## src/rtl/button_cursor_pkg.sv

```systemverilog
// -----------------------------------------------------------------------------
// button_cursor_pkg
// Definitions shared by the button/cursor front end and the VGA renderer:
//   dir_e      2-bit move direction encoding (U=0, D=1, L=2, R=3)
//   GRID_DIM   blocks per grid side (4x4 grid)
//   COORD_W    width of a row/column coordinate
//   step_coord one-step move of a coordinate, wrapping or saturating
// -----------------------------------------------------------------------------
package button_cursor_pkg;

  localparam int GRID_DIM = 4;
  localparam int COORD_W  = 2;

  typedef enum logic [1:0] {
    DIR_U = 2'd0,
    DIR_D = 2'd1,
    DIR_L = 2'd2,
    DIR_R = 2'd3
  } dir_e;

  // Move a coordinate by one. With GRID_DIM == 4 the 2-bit add/subtract
  // already wraps 3<->0; saturation pins the value at the grid edge.
  function automatic logic [COORD_W-1:0] step_coord(
    input logic [COORD_W-1:0] v,
    input logic               inc,
    input logic               wrap
  );
    logic [COORD_W-1:0] r;
    if (inc) begin
      r = (!wrap && v == COORD_W'(GRID_DIM - 1)) ? v : v + COORD_W'(1);
    end else begin
      r = (!wrap && v == '0) ? v : v - COORD_W'(1);
    end
    return r;
  endfunction

endpackage

```

## src/rtl/button_cursor_debouncer.sv

```systemverilog
// -----------------------------------------------------------------------------
// button_debouncer
// One raw pad button -> one-cycle move events.
//   2-FF synchronizer, then a debounce counter that flips the stable state only
//   after DEBOUNCE_CYCLES consecutive cycles of disagreement. A press (stable
//   0->1) emits one event; while held, events repeat after REPEAT_DELAY cycles
//   and then every REPEAT_PERIOD cycles. Release emits nothing.
// Ports:
//   clock  in  system clock
//   reset  in  synchronous, active-high reset
//   raw    in  asynchronous pad input
//   evt    out registered one-cycle event strobe
// -----------------------------------------------------------------------------
module button_debouncer #(
  parameter int DEBOUNCE_CYCLES = 1_000_000,
  parameter int REPEAT_DELAY    = 50_000_000,
  parameter int REPEAT_PERIOD   = 15_000_000
) (
  input  logic clock,
  input  logic reset,
  input  logic raw,
  output logic evt
);

  localparam int DB_W    = (DEBOUNCE_CYCLES > 1) ? $clog2(DEBOUNCE_CYCLES) : 1;
  localparam int RPT_MAX = (REPEAT_DELAY > REPEAT_PERIOD) ? REPEAT_DELAY : REPEAT_PERIOD;
  localparam int RPT_W   = (RPT_MAX > 1) ? $clog2(RPT_MAX) : 1;

  // Counters compare against "last count" values so the flip / repeat fires on
  // the N-th qualifying cycle.
  localparam logic [DB_W-1:0]  DB_LAST     = DB_W'(DEBOUNCE_CYCLES - 1);
  localparam logic [RPT_W-1:0] DELAY_LAST  = RPT_W'((REPEAT_DELAY > 0) ? REPEAT_DELAY - 1 : 0);
  localparam logic [RPT_W-1:0] PERIOD_LAST = RPT_W'(REPEAT_PERIOD - 1);
  localparam logic             REPEAT_EN   = (REPEAT_DELAY != 0);

  logic             sync_a;
  logic             sync_b;
  logic             stable;
  logic             repeating;   // first auto-repeat already issued in this hold
  logic [DB_W-1:0]  db_cnt;
  logic [RPT_W-1:0] rpt_cnt;
  logic             mismatch;
  logic             flip;
  logic [RPT_W-1:0] rpt_last;

  assign mismatch = sync_b ^ stable;
  assign flip     = mismatch && (db_cnt == DB_LAST);
  assign rpt_last = repeating ? PERIOD_LAST : DELAY_LAST;

  // NOTE: every register below uses non-blocking assignment so all of them
  // sample pre-edge values; blocking here would collapse the synchronizer.
  always_ff @(posedge clock) begin
    if (reset) begin
      sync_a    <= 1'b0;
      sync_b    <= 1'b0;
      stable    <= 1'b0;
      repeating <= 1'b0;
      db_cnt    <= '0;
      rpt_cnt   <= '0;
      evt       <= 1'b0;
    end else begin
      sync_a <= raw;
      sync_b <= sync_a;
      evt    <= 1'b0;

      // Any cycle of agreement restarts the debounce window.
      db_cnt <= (mismatch && !flip) ? db_cnt + DB_W'(1) : '0;

      if (flip) begin
        stable    <= ~stable;
        rpt_cnt   <= '0;
        repeating <= 1'b0;
        evt       <= ~stable;      // press only; release is silent
      end else if (stable && REPEAT_EN) begin
        // Repeat keeps running during a release that is still being debounced.
        if (rpt_cnt == rpt_last) begin
          evt       <= 1'b1;
          rpt_cnt   <= '0;
          repeating <= 1'b1;
        end else begin
          rpt_cnt <= rpt_cnt + RPT_W'(1);
        end
      end
    end
  end

endmodule

```

## src/rtl/button_cursor.sv

```systemverilog
// -----------------------------------------------------------------------------
// button_cursor
// Debounced, auto-repeating 4-button cursor over the 4x4 block grid.
// Each pad feeds a button_debouncer; a fixed-priority arbiter (U > D > L > R)
// picks at most one event per cycle, which moves the registered cursor unless
// lock is high. The selected block's pixel origin is derived combinationally.
// Ports:
//   clock, reset            system clock, synchronous active-high reset
//   BTNU/BTND/BTNL/BTNR     raw asynchronous pad buttons
//   lock                    1 = drop move events (debounce/repeat keep running)
//   block_x [9:0]           ORIGIN_X + cursor_col*PITCH
//   block_y [8:0]           ORIGIN_Y + cursor_row*PITCH
//   cursor_row/col [1:0]    selected row / column
//   cursor_idx [3:0]        row*4 + col
//   move_pulse              one-cycle strobe per accepted move (also at a
//                           saturated edge)
//   move_dir [1:0]          direction of the last move_pulse
// -----------------------------------------------------------------------------
module button_cursor
  import button_cursor_pkg::*;
#(
  parameter int DEBOUNCE_CYCLES = 1_000_000,
  parameter int REPEAT_DELAY    = 50_000_000,
  parameter int REPEAT_PERIOD   = 15_000_000,
  parameter int ORIGIN_X        = 160,
  parameter int ORIGIN_Y        = 80,
  parameter int PITCH           = 80,
  parameter int WRAP            = 1
) (
  input  logic         clock,
  input  logic         reset,
  input  logic         BTNU,
  input  logic         BTND,
  input  logic         BTNL,
  input  logic         BTNR,
  input  logic         lock,
  output logic [9:0]   block_x,
  output logic [8:0]   block_y,
  output logic [1:0]   cursor_row,
  output logic [1:0]   cursor_col,
  output logic [3:0]   cursor_idx,
  output logic         move_pulse,
  output logic [1:0]   move_dir
);

  localparam logic WRAP_EN = (WRAP != 0);

  // Parameter sanity, reported at elaboration.
  if (ORIGIN_X + (GRID_DIM - 1) * PITCH >= 640) begin : g_bad_x
    $error("button_cursor: ORIGIN_X/PITCH place block_x off the 640-pixel line");
  end
  if (ORIGIN_Y + (GRID_DIM - 1) * PITCH >= 480) begin : g_bad_y
    $error("button_cursor: ORIGIN_Y/PITCH place block_y off the 480-line frame");
  end
  if (DEBOUNCE_CYCLES < 1 || REPEAT_PERIOD < 1) begin : g_bad_timing
    $error("button_cursor: DEBOUNCE_CYCLES and REPEAT_PERIOD must be >= 1");
  end

  // Bit position equals the dir_e encoding of each button.
  logic [3:0] raw;
  logic [3:0] evt;
  assign raw = {BTNR, BTNL, BTND, BTNU};

  for (genvar i = 0; i < 4; i++) begin : g_btn
    button_debouncer #(
      .DEBOUNCE_CYCLES (DEBOUNCE_CYCLES),
      .REPEAT_DELAY    (REPEAT_DELAY),
      .REPEAT_PERIOD   (REPEAT_PERIOD)
    ) u_debouncer (
      .clock (clock),
      .reset (reset),
      .raw   (raw[i]),
      .evt   (evt[i])
    );
  end

  // Fixed-priority arbiter: losers in the same cycle are simply dropped.
  logic win_valid;
  dir_e win_dir;

  // NOTE: both outputs get a default before the if-chain, so no path leaves
  // them unassigned and no latch is inferred.
  always_comb begin
    win_valid = |evt;
    win_dir   = DIR_U;
    if      (evt[DIR_U]) win_dir = DIR_U;
    else if (evt[DIR_D]) win_dir = DIR_D;
    else if (evt[DIR_L]) win_dir = DIR_L;
    else if (evt[DIR_R]) win_dir = DIR_R;
  end

  dir_e dir_q;

  always_ff @(posedge clock) begin
    if (reset) begin
      cursor_row <= '0;
      cursor_col <= '0;
      move_pulse <= 1'b0;
      dir_q      <= DIR_U;
    end else begin
      move_pulse <= 1'b0;
      if (win_valid && !lock) begin
        move_pulse <= 1'b1;
        dir_q      <= win_dir;
        case (win_dir)
          DIR_U: cursor_row <= step_coord(cursor_row, 1'b0, WRAP_EN);
          DIR_D: cursor_row <= step_coord(cursor_row, 1'b1, WRAP_EN);
          DIR_L: cursor_col <= step_coord(cursor_col, 1'b0, WRAP_EN);
          DIR_R: cursor_col <= step_coord(cursor_col, 1'b1, WRAP_EN);
          default: ;
        endcase
      end
    end
  end

  assign move_dir   = dir_q;
  assign cursor_idx = {cursor_row, cursor_col};

  // Pixel origin follows the registered cursor with no extra stage, so it
  // updates in the same cycle as move_pulse.
  assign block_x = 10'(ORIGIN_X) + 10'(PITCH) * {8'd0, cursor_col};
  assign block_y = 9'(ORIGIN_Y) + 9'(PITCH) * {7'd0, cursor_row};

endmodule

```

## config.mk

```make
export PLATFORM = sky130hd
export DESIGN_NAME = button_cursor
export DESIGN_NICKNAME = d
export VERILOG_FILES = /design/src/rtl/button_cursor_pkg.sv /design/src/rtl/button_cursor_debouncer.sv /design/src/rtl/button_cursor.sv
export SDC_FILE = /design/constraint.sdc
export NUM_CORES = 1
export LEC_CHECK = 0
export CAP_MARGIN = 20
export CORE_ASPECT_RATIO = 0.5
export CORE_MARGIN = 1
export CORE_UTILIZATION = 33
export DETAILED_ROUTE_END_ITERATION = 10
export DONT_BUFFER_PORTS = 1
export PLACE_DENSITY = 0.57
export SETUP_SLACK_MARGIN = 0.2
export SLEW_MARGIN = 20
export SYNTH_ARGS = -nofsm -noshare
export SYNTH_HDL_FRONTEND = slang
export SYNTH_HIERARCHICAL = 1
export SYNTH_SLANG_ARGS = --single-unit
```

## constraint.sdc

```tcl
create_clock -name clock -period 2.13 [get_ports clock]
set_clock_uncertainty 0.15 [all_clocks]
set_input_delay 0.426 -clock clock [delete_from_list [all_inputs] [get_ports clock]]
set_output_delay 0.426 -clock clock [all_outputs]
set_load 0.005 [all_outputs]
```

Word level (Yosys, flattened, before mapping)
Cells that the tools add are included.
- register bits after elaboration: 211
- input bits: 7
- logic and storage cells: 130
- $add $sub $neg: 14
- $mul: 2
- equality and inequality tests: 11
- multiplexer cells: 27
- bitwise gates (word level): 12
- reductions and logical operators: 32
- operators with widths (kind ; count):
    26-bit 2-to-1 mux ; 8
    26-bit by 1-bit adder with 26-bit output, second input constant ; 4
    26-bit == test ; 4
    20-bit by 1-bit adder with 20-bit output, second input constant ; 4
    20-bit == test, second input constant ; 4
    2-bit OR reduction ; 8
    1-bit 2-to-1 mux ; 13
    2-bit AND reduction ; 6
    8-bit by 9-bit adder with 10-bit output, first input constant ; 1
    3-bit by 2-bit multiplier with 5-bit output, first input constant ; 2
    7-bit by 9-bit adder with 9-bit output, first input constant ; 1
    1-bit logical AND ; 9
    2-bit 2-to-1 mux ; 4
    1-bit NOT ; 8
    2-bit case mux with 2 select lines ; 2
    1-bit logical NOT ; 5
    2-bit by 1-bit adder with 2-bit output, second input constant ; 2
    2-bit == test, second input constant ; 2
    2-bit nonzero test ; 2
    4-bit OR reduction ; 1
    2-bit by 1-bit subtractor with 2-bit output, second input constant ; 2
    1-bit bitwise XOR ; 4
    2-bit by 1-bit == test with 1-bit output, second input constant ; 1
    2-bit logical NOT ; 1

Longest topological paths before layout
- word-level depth: 7
- mapped depth: 7

By module
The synthesis kept the hierarchy.
- by module, submodules not included (module ; instances ; cells an instance ; area each (µm²)):
    button_debouncer (g_btn[0].u_debouncer ...) ; 3 ; 275 ; 2414.8
    button_debouncer (g_btn[3].u_debouncer) ; 1 ; 262 ; 2379.8
    button_cursor ; 1 ; 62 ; 481.7

Worst setup path after synthesis
Ideal clock, no wire load.
- kind: reg-to-reg
- start: register g_btn[3].u_debouncer.rpt_cnt[16]
- end: register g_btn[3].u_debouncer.rpt_cnt[0]
- library setup time: 0.131 ns
- arrival: 1.764 ns
- slack: 0.085 ns
- stages on the path, launching flop included: 7
- clock period less this slack: 2.045 ns
- path through: dfxtp_1 -> or4b_1 -> a211oi_2 -> nand4_2 -> o31ai_4 -> buf_6 -> nor3_1
- cells in the longest elaborated chain, start to end: 2
- ends and longest elaborated chain (element ; RTL line ; RTL):
    start, declared ; button_cursor_debouncer.sv:41 ; logic [RPT_W-1:0] rpt_cnt;
    start signal, assigned ; button_cursor_debouncer.sv:81 ; rpt_cnt <= rpt_cnt + RPT_W'(1);
    26-bit == test ; button_cursor_debouncer.sv:76 ; if (rpt_cnt == rpt_last) begin
    26-bit 2-to-1 mux ; button_cursor_debouncer.sv:76 ;
No other way between the ends.
A chain may end at the register's enable or synchronous reset.

Worst setup path after layout
- start: register g_btn[3].u_debouncer.rpt_cnt[16]
- end: register g_btn[3].u_debouncer.rpt_cnt[2]
Same word-level chain as after synthesis.

==> qor.csv <==
metric,value,unit
grt_pass1_wl,36300,µm
chipHeight,126,µm
clkTransAtPathRegs,0.06,ns
wl_per_cell,13.5,µm
synth_top_area_share,41.8,%
cp_max_fo,7,
yosys.area.top_type,dfxtp_1,
violations,hold timing,
synth_area_leaders,"dfxtp_1 (42%), xnor2_1 (9.3%), nor2_1 (6.2%)",
arrival,2.36,ns
cts_buffer_depth,3,
grtUsageTotal,13.4,%
grt_pass1_vias,7712,
row_count,44,
syn_area,10100,µm²
htreeDepth,1,
hp-class,in2reg,
status,"complete, but fails checks",
synth.distinct_cells,62,
ir_worst_vdd,450,µV
postRouteAntennaNets,0,
yosysWarnings,6,
vias,8292,
synth_top_family_by_area,simple AND/OR/NAND/NOR gates,
core-area,29600,µm²
ys_async_sr_fraction,0,%
nets,1260,
finalHoldViolCount,39,
root_buffer,clkbuf_16,
worstMarginPinSlew,0.581,ns
rsz0062_at_grt,yes,
antenna_cells,0,
grt_max_degree,58,
synth_edf_count,0,
drc_errors,0,
finalSetupTns,0,ns
slew_violations,0,
fin_ws,0.00772,ns
drt_iter0_drc,408,
final_area,13000,µm²
leakagePower,0.00417,µW
worstSetupStartpointType,flip-flop,
drive_gt1_share,26.9,%
numCtsBuffers,22,
grt_overflow,0,
avgSynthCellArea,8.80,µm²
muxShareOfSynthArea,0.495,%
top_usage_layer,met2,
die_w,249,µm
antenna_found_initial,0,
required,2.37,ns
use_met1,18.2,%
drt-total-wl,22200,µm
clock.fmax,0.471,GHz
dr.pass1.iters,6,
crit_path_end_kind,flip-flop,
synth_seq_cells,211,
layout_worst_path_cycle_share,99.6,%
place_hpwl,14200,µm
synthAdderAreaFrac,1.36,%
powerDensity,644,nW/µm²
vias_per_cell,5.03,
hold_slack,-0.132,ns
drv_cap,0,
synthXorXnorAreaFrac,15.0,%
synth-compound-area-share,3.89,%
numClockSinks,211,
met2_usage,21.8,%
place_area,10900,µm²
synth-simple-area-share,32.8,%
period_needed,2.12,ns
start_util,34.2,%
worstSetupPathType,reg2reg,
cts_tree,yes,
area_delta_synth_final,28.2,%
dieArea,31400,µm²
ios,37,
worstSkewPairLatency,0.50,ns
place_ws,0.0126,ns
setup_viol,0,
gp_congestion,0.831,
hold_buffers,12,
portBuffers,0,
relSlewSlack,60.8,%
syn-instance-count,1149,
synth_seq_area_share,41.8,%
use_met3,2.05,%
synth_top_flop_cell,dfxtp_1,
==> per-layer routing <==
layer	vias to the layer above	routed length [µm]
met5	-	0
met4	0	528
met3	39	923
met2	143	10100
met1	3932	10700
li1	4178	-
==> layout by cell type, fill, tap and decap left out, drive strengths merged, types with 16 or more instances in the layout <==
master,count
buf,86
nand4,62
nand2,80
nor3,64
dfxtp,211
a21oi,18
xor2,66
nor2b,16
inv,34
xnor2,107
nor2,198
nand3,60
clkbuf,34
and3,28
nor4,32
==> area by class of cell <==
type / instances / area, µm²
clock buffer: 30 / 662
multi-input combinational: 870 / 6240
clock inverter: 10 / 159
inverter: 34 / 128
timing repair buffer: 103 / 1020
sequential: 211 / 4260
fill: 2737 / 16600
tap: 391 / 489
==> cells in the mapped netlist (4+ instances only) <==
| cell type | number |
|---|---|
| nor2_1 | 168 |
| or3_1 | 6 |
| and4_1 | 14 |
| inv_1 | 34 |
| ha_1 | 11 |
| nand2b_1 | 7 |
| a21oi_1 | 18 |
| or4_1 | 9 |
| and3_1 | 28 |
| nand2_1 | 80 |
| o21ai_0 | 6 |
| buf_4 | 20 |
| dfxtp_1 | 211 |
| buf_6 | 5 |
| and2_1 | 4 |
| or2_2 | 4 |
| nor4_1 | 28 |
| nand4_1 | 61 |
| and2_0 | 6 |
| o2111ai_1 | 4 |
| xor2_1 | 66 |
| xnor2_1 | 107 |
| buf_2 | 9 |
| nor4b_1 | 4 |
| mux2i_1 | 5 |
| nor3_1 | 61 |
| nor2_2 | 30 |
| clkbuf_1 | 10 |
| nor2b_1 | 16 |
| nor3b_1 | 6 |
| nand3b_1 | 4 |
| nand3_1 | 51 |
==> timing repair <==
item | CTS | global route
gates cloned | 9 | 5
pin swaps | 66 | 34
endpoints found under the setup margin | 180 | 199
resized for setup | 54 | 140
endpoints found under the hold margin | 52 | 39
setup buffers | 16 | 6
==> logic make-up (layout without fill, tap and decap cells) <==
logic type / count (synthesis) / after routing
other cells: 1 / 9
buf+inv: 82 / 177
compound gates: 53 / 53
flops: 211 / 211
mux: 5 / 5
xor+xnor: 173 / 173
simple gates: 613 / 619
fa+ha+maj: 11 / 11
==> worst paths after layout <==
check	to	startpoint	cells past startpoint	slack [ns]
worst min-delay path	cursor_col[1]	reset	1	-0.13
worst max-delay path	g_btn[3].u_debouncer/rpt_cnt[2]	g_btn[3].u_debouncer/rpt_cnt[16]	7	0.008
worst min register to register	g_btn[1].u_debouncer/db_cnt[0]	g_btn[1].u_debouncer/db_cnt[0]	1	0.32
worst max register to register	g_btn[3].u_debouncer/rpt_cnt[2]	g_btn[3].u_debouncer/rpt_cnt[16]	7	0.008
==> worst max-delay path, cell delays in order, from the launching register on <==
cell and delay, ns:
dfxtp_2 0.33, or4b_4 0.53, a211oi_2 0.19, nand4_2 0.17, o31ai_4 0.28, buf_6 0.16, clkbuf_16 0.16, nor3_2 0.05
==> sequential cells by signal, summed over array words and instances (netlist names) <==
register,count
move_pulse,1
move_dir,2
cursor_row,2
g_btn.u_debouncer/stable,4
g_btn.u_debouncer/sync_b,4
g_btn.u_debouncer/db_cnt,80
cursor_col,2
g_btn.u_debouncer/evt,4
g_btn.u_debouncer/rpt_cnt,104
g_btn.u_debouncer/sync_a,4
g_btn.u_debouncer/repeating,4
==> stage by stage <==
stage	total power [µW]	utilization (%)	cells	hold WS, ns
final	8350	43.8	1649	-0.132
after global routing	8650	43.8	1649	-0.164
after floorplan	4140	-	1157	0.264
after CTS	8440	41.4	1638	-0.172
after global placement	4140	36.8	1561	0.281
after detailed placement	4140	36.8	1561	0.281
==> where the power goes <==
part	total, µW	switching (µW)	internal [µW]	leakage, µW
logic	152	89.8	61.8	0.00206
registers	3960	8.17	3950	0.00171
clock network	4240	1580	2660	0.000400
total	8350	1680	6670	0.00417
Note: power is estimated with default switching activity, not from simulation.
